## src/rtl/lag_pl_link_arbiter_pkg.sv

```systemverilog
// lag_pl_link_arbiter_pkg: shared widths, types and clog2 helper for the PL link arbiter
package lag_pl_link_arbiter_pkg;
  function automatic int clog2(input int v);
    int r;
    r = 0;
    while ((1 << r) < v) r++;
    return r;
  endfunction
  localparam int n = 4;
  localparam int flit_w = 32;
  localparam int credits = 3;
  localparam int id_w = clog2(n) < 1 ? 1 : clog2(n);
  localparam int cnt_w = clog2(credits + 1);
  typedef logic [flit_w-1:0] flit_t;
  typedef logic [id_w-1:0] pl_id_t;
  typedef logic [cnt_w-1:0] cnt_t;
endpackage

```

## src/rtl/lag_pl_link_arbiter_rr.sv

```systemverilog
// lag_rr_arbiter: round-robin one-hot grant over req (clk, rst, req in; grant, grant_id out), pointer moves to winner
module lag_rr_arbiter
  import lag_pl_link_arbiter_pkg::*;
(
  input  logic         clk,
  input  logic         rst,
  input  logic [n-1:0] req,
  output logic [n-1:0] grant,
  output pl_id_t       grant_id
);
  pl_id_t ptr;
  pl_id_t c;
  always_comb begin
    grant = '0;
    grant_id = ptr;
    c = ptr;
    for (int k = 1; k <= n; k++) begin
      c = pl_id_t'((int'(ptr) + k) % n);
      if (grant == '0 && req[c]) begin
        grant[c] = 1'b1;
        grant_id = c;
      end
    end
  end
  always_ff @(posedge clk)
    if (rst) ptr <= pl_id_t'(n - 1);
    else if (|req) ptr <= grant_id;
endmodule

```

## src/rtl/lag_pl_link_arbiter.sv

```systemverilog
// lag_pl_link_arbiter: credit-gated RR pop of PL FIFO heads onto the link (pl_empty/pl_head/credit_in in; pl_pop, out_valid/out_flit/out_pl_id, credit_err out)
module lag_pl_link_arbiter
  import lag_pl_link_arbiter_pkg::*;
(
  input  logic                clk,
  input  logic                rst,
  input  logic [n-1:0]        pl_empty,
  input  logic [n*flit_w-1:0] pl_head,
  output logic [n-1:0]        pl_pop,
  input  logic [n-1:0]        credit_in,
  output logic                out_valid,
  output flit_t               out_flit,
  output pl_id_t              out_pl_id,
  output logic                credit_err
);
  cnt_t cnt [n];
  logic [n-1:0] eligible, grant, ovf;
  pl_id_t grant_id;
  flit_t sel;
  always_comb begin
    eligible = '0;
    ovf = '0;
    sel = '0;
    for (int i = 0; i < n; i++) begin
      eligible[i] = !rst && !pl_empty[i] && cnt[i] != '0;
      ovf[i] = credit_in[i] && !grant[i] && cnt[i] == cnt_t'(credits);
      sel = sel | (pl_head[i*flit_w +: flit_w] & {flit_w{grant[i]}});
    end
  end
  lag_rr_arbiter u_rr (.clk(clk), .rst(rst), .req(eligible), .grant(grant), .grant_id(grant_id));
  assign pl_pop = grant;
  always_ff @(posedge clk)
    if (rst) begin
      for (int i = 0; i < n; i++) cnt[i] <= cnt_t'(credits);
      out_valid <= 1'b0;
      out_flit <= '0;
      out_pl_id <= '0;
      credit_err <= 1'b0;
    end else begin
      for (int i = 0; i < n; i++)
        if (!ovf[i]) cnt[i] <= cnt[i] - cnt_t'(grant[i]) + cnt_t'(credit_in[i]);
      out_valid <= |grant;
      if (|grant) begin
        out_flit <= sel;
        out_pl_id <= grant_id;
      end
      credit_err <= credit_err | (|ovf);
    end
endmodule

```

## config.mk

```make
export PLATFORM = sky130hd
export DESIGN_NAME = lag_pl_link_arbiter
export DESIGN_NICKNAME = d
export VERILOG_FILES = /design/src/rtl/lag_pl_link_arbiter_pkg.sv /design/src/rtl/lag_pl_link_arbiter_rr.sv /design/src/rtl/lag_pl_link_arbiter.sv
export SDC_FILE = /design/constraint.sdc
export NUM_CORES = 1
export LEC_CHECK = 0
export ABC_CLOCK_PERIOD_IN_PS = 4750
export CORE_ASPECT_RATIO = 0.75
export CORE_MARGIN = 2
export CORE_UTILIZATION = 38
export DETAILED_ROUTE_END_ITERATION = 8
export MAX_ROUTING_LAYER = met4
export PLACE_DENSITY = 0.81
export SETUP_SLACK_MARGIN = 0.2
export SYNTH_ARGS = -nofsm -noshare
export SYNTH_HDL_FRONTEND = slang
export SYNTH_HIERARCHICAL = 1
export SYNTH_SLANG_ARGS = --single-unit
```

## constraint.sdc

```tcl
create_clock -name clk -period 4.75 [get_ports clk]
set_clock_uncertainty 0.2 [all_clocks]
set_input_delay 0.475 -clock clk [delete_from_list [all_inputs] [get_ports clk]]
set_output_delay 0.475 -clock clk [all_outputs]
set_load 0.005 [all_outputs]
```

# Word-level counts from Yosys, hierarchy flattened
# Memory sizes are Yosys's and may differ from the RTL's.
# Index checks and enable logic that the tools add are counted.
# totals
register_bits	38
latchBits	0
ram_bits	8
romBits	0
in_bits	138
output_inout_bits	40
elab_cells	129
n_memories	1
# memory_table
name	depth	width	read_ports	rd_clocked_by_memory_dff	wr	line_no	source
cnt	4	2	4	0	4	lag_pl_link_arbiter.sv:16	cnt_t cnt [n];
# classes
n_addsub	12
mul	0
div	0
n_lt_le_gt_ge	8
n_eq_ne	4
shift	0
n_mux	42
bitwise_logic	15
n_reduce_logical	42
# ops
op	n
$and 32x32->32	4
$or 32x32->32	3
$logic_and 1x1->1	23
$mux 1	22
$mux 2	8
$mux 4	4
$logic_not 4->1	3
$lt 2x3->1 const B	4
$or 4x4->4	3
$reduce_or 4->1	3
$logic_not 1->1	9
$add 2x1->2	4
$bmux 1 s2	4
$demux 1 s2	4
$eq 2x2->1 const B	4
$ge 2x1->1 const B	4
$reduce_bool 2->1	4
$sub 2x1->2	4
$or 1x1->1	5
$add 2x1->2 const B	2
$add 2x2->2 const B	2

# Depth between registers and ports, before layout
# depth
word_depth	22
ltp_mapped	18
mapped_depth_nobuf	14

# Cells and area by module
# The synthesis kept the hierarchy.
# by_module_without_submodules
module	n_inst	cells_each	area_per_inst_um2	seq_area_each_um2
lag_pl_link_arbiter	1	253	2299.7	960.9
lag_rr_arbiter	1	79	663.1	40.0

# Worst setup path after synthesis
# No wires, ideal clock.
# synth_path
path_kind	input to register
startpoint	in rst
endpoint	mem cnt[3][1] (netlist name) (data pin)
setup_time_ps	265
arrival_time_ps	3920
t_required_ps	4285
slack_ps	365
cell_stages	17
path_buffers	4
cell_sequence	clkbuf_1 > clkbuf_1 > nor3_1 > mux4_2 > a21boi_1 > buf_2 > and2_1 > a41oi_2 > and3_1 > buf_6 > a221o_1 > ha_1 > inv_1 > ha_1 > xnor2_1 > xnor2_1 > or3_1
# synth_lines
item	line_no	source
from (decl)	lag_pl_link_arbiter.sv:6	input logic rst,
to (decl)	lag_pl_link_arbiter.sv:16	

==> impl_summary.log <==
INFO  metric switching_share = 44.8%
INFO  metric avgRoutedWirePerCell = 18.1 um
INFO  metric final_worst_setup_slack = 388 ps
INFO  metric grt_pass1_vias = 3,323
INFO  metric route.detailed.vias_per_inst = 5.57
INFO  metric worst_ep_arrival_time = 3690 ps
INFO  metric most_instantiated_library_cell_after_synthesis = a22oi_1
INFO  metric grt_max_degree = 44
INFO  metric layout.cell_area.non_filler = 4950 sq um
INFO  metric core_area = 7470 sq um
INFO  metric worstReg2RegStart = u_rr/ptr[0]
INFO  metric number_of_standard_cells_after_synthesis = 332
INFO  metric clock_sink_count = 46
INFO  metric source_of_the_worst_hold_timing_path = out_flit[1]
INFO  metric postSynthRegisterBits = 46
INFO  metric layout.core_utilization = 66.3%
INFO  metric layout-drive-gt1-share = 8.53%
INFO  metric grt_pass1_wl = 16,600 um
INFO  metric initial_core_util = 39.7%
INFO  metric floorplan.die.height = 80.5 um
INFO  metric cap_viol_max_count = 0
INFO  metric synth_enable_flop_cells = 8
INFO  metric final_nets = 657
INFO  metric crit_path_frequent_cell = a221o_1
INFO  metric cp_slowest_cell = clkdlybuf4s50_1
INFO  metric r2r_setup_slack = 490 ps
INFO  metric area_delta_synth_final = 67.2%
INFO  metric routed_wl = 11,000 um
INFO  metric design.die.area = 8530 sq um
INFO  metric hold_path_class = reg2reg
INFO  metric worstPathCellList = nor2_2 -> nor3_2 -> mux4_2 -> a21boi_1 -> buf_4 -> a221o_1 -> a211oi_2 -> and3_2 -> a221o_1 -> buf_6 -> clkdlybuf4s50_1
INFO  metric cts-buffers-inserted = 5
INFO  metric seq_area_frac_synth = 33.8%
INFO  metric ys_top_cells_by_area = dfxtp_1 26%, a22oi_1 16%, edfxtp_1 8.1%, a31oi_1 7.0%, ha_1 6.8%
INFO  metric die_w = 106 um
INFO  metric setup-violations-final = 0
INFO  metric holdPathEnd = out_flit[1]
INFO  metric root_buffer = clkbuf_8
INFO  metric final.period_utilization = 91.8%
INFO  metric vias = 3,368
INFO  metric hold_buffers = 0
INFO  metric comb_power_share = 71.6%
INFO  metric buffer_ports.inserted = 177
INFO  metric remaining_drc_errors = 0
INFO  metric reg_power_share = 20.9%
INFO  metric async_reset_ff_share = 0%
INFO  metric endpoint_kind = primary output
INFO  metric cp_max_fo = 23
INFO  metric total_power = 3.20 mW
INFO  metric clkLatencyLatePin = 300 ps
INFO  metric filler_cell_count = 629
INFO  metric critical_path.startpoint = cnt[1][1]
INFO  metric power.density_cell_area = 646 nW/um^2
INFO  metric yosys.area.top_type = dfxtp_1
INFO  metric clock_tree.htree_level_count = 2
INFO  metric post_detailed_placement_half_perimeter_wirelength = 8230 um
INFO  metric final.min_clock_period = 4360 ps
INFO  metric groute.usage.overall = 25.4%
INFO  metric min_delay_path_depth = 2
INFO  metric finalSetupTns = 0 ps
INFO  metric avgSynthCellArea = 8.92 sq um
INFO  metric outcome = completed
INFO  metric synthesis.yosys.warnings = 6
INFO  metric slew_headroom = 71.0%
INFO  metric grt_antenna_before_repair = 0
INFO  metric post-synth-top-area-fraction = 25.7%
INFO  metric clock_tree_from_tritoncts = done
INFO  metric postRouteAntennaNets = 0
INFO  metric max_freq = 0.229 GHz
INFO  metric start_kind = flop
INFO  metric clkSlewWorstSetupHoldPaths = 90 ps
INFO  metric synth_flop_cell = dfxtp_1
INFO  metric dpl_worst_slack = 154 ps
INFO  metric num_antenna_cells = 0
INFO  metric drt-pass1-iter-count = 5
INFO  metric worst_ep_required_time = 4070 ps
INFO  metric ir_worst_vdd = 0.418 mV
INFO  metric relative_contribution_of_the_clock_network_to_total_power = 7.5%
INFO  metric cell_internal_pwr = 1.77 mW
INFO  metric unrepaired_setup_endpoints_after_global_routing = no
INFO  metric grt_overflow = 0
INFO  metric detail_route.iter0.violations = 211
INFO  metric hold_viol = 0
INFO  metric drv_slew = 0
INFO  metric netlist_area = 2960 sq um
INFO  metric cp_slowest_stage_delay = 530 ps
INFO  metric setup.worst_path.class = reg2out
INFO  metric reg2reg_depth = 15
INFO  metric i_o_pins = 178
INFO  metric cts.path.max_buffers = 2
INFO  metric leakage_power_summed_over_all_cells = 1.80 nW
INFO  metric worstMarginPinSlew = 435 ps
INFO  metric post_synth_most_frequent_cells = 64 x a22oi_1, 39 x nand2_1, 38 x dfxtp_1
INFO  metric placement.cell_area = 4820 sq um
INFO  metric place.gp.congestion = 0.938
INFO  metric placement_rows = 27
INFO  metric synth.distinct_cells = 43
INFO  metric power.switching = 1.44 mW
INFO  metric synth.net_count = 486
INFO  metric timing.rr.end = cnt[3][1]
[metrics by stage]
step           instances  hold slack, ps
6_report             605             286
5_1_grt              605             305
4_1_cts              604             289
3_5_place_dp         596             271
3_3_place_gp         596             267
2_1_floorplan        332             274
[layout make-up]
class,count,area (sq um),area share [%]
Clock buffer,6,72.6,1.47
Timing Repair Buffer,192,1900,38.3
Sequential cell,46,1000,20.3
Inverter,13,48.8,0.985
Clock inverter,2,13.8,0.278
Multi-Input combinational cell,245,1790,36.2
Tap cell,101,126,2.55
[sequential cells by signal (all words and copies together), names as in the netlist]
name        flops
out_flit       32
cnt             8
out_pl_id       2
u_rr/ptr        2
credit_err      1
out_valid       1
[metal layers]
metal,global-route usage [%],vias up,wire [um]
met5,-,-,0
met4,5.13,0,86
met3,5.68,8,872
met2,43.5,172,5410
met1,31.0,1580,4610
li1,-,1608,-
[cell families after synthesis]
family	count (synthesis)	share of synthesized area, %
AO/OA/AOI/OAI	125	30.6
XOR/XNOR	9	2.66
adder cells (fa/ha/maj)	16	6.76
buffers and inverters	41	6.80
flip-flops	46	33.8
multiplexers	11	5.28
AND/OR/NAND/NOR	84	14.1
[critical path, delay by kind of cell (launching register included)]
kind,cells,cell delay [ps]
AND/OR/NAND/NOR,3,560
AO/OA/AOI/OAI,4,930
flip-flops,1,460
multiplexers,1,500
buffers and inverters,3,930
[timing repair]
item,in CTS,in global routing
setup buffers,0,1
endpoints found under the setup margin,3,4
pin swaps,0,1
resized for setup,5,7
[layout by cell type (no fill, tap or decap), types with 2 or more instances in the layout]
cell type and n:
clkbuf_8 5, and4b_1 4, inv_1 13, a22oi_1 64
a211oi_2 2, dfxtp_1 37, xnor2_1 9, nor2_2 3
mux4_2 2, edfxtp_1 8, and2_1 2, nor2_1 10
o21ai_0 8, buf_4 13, nand2_1 39, a31oi_1 33
nand2b_1 4, and3_2 2, clkdlybuf4s50_1 176, a221o_1 4
ha_1 15, or3_1 9, nand3_1 3, mux2i_1 7
a21oi_1 2, nor3_2 4
[worst max-delay path by stage]
stage / to / slack, ps
after floorplan: cnt[3][1] / 360
after global placement: pl_pop[3] / 270
after detailed placement: pl_pop[3] / 150
after CTS: pl_pop[3] / 200
after global routing: pl_pop[3] / 200
final: pl_pop[3] / 390
[power groups by stage]
| stage | Combinational, mW | Clock [mW] | Sequential (mW) |
|---|---|---|---|
| 5_1_grt | 2.51 | 0.267 | 0.685 |
| 6_report | 2.29 | 0.241 | 0.668 |
| 2_1_floorplan | 1.48 | 0 | 0.663 |
| 4_1_cts | 2.27 | 0.249 | 0.662 |
| 3_5_place_dp | 2.25 | 0 | 0.669 |
| 3_3_place_gp | 2.21 | 0 | 0.661 |
(Power assumes the default switching activity.)
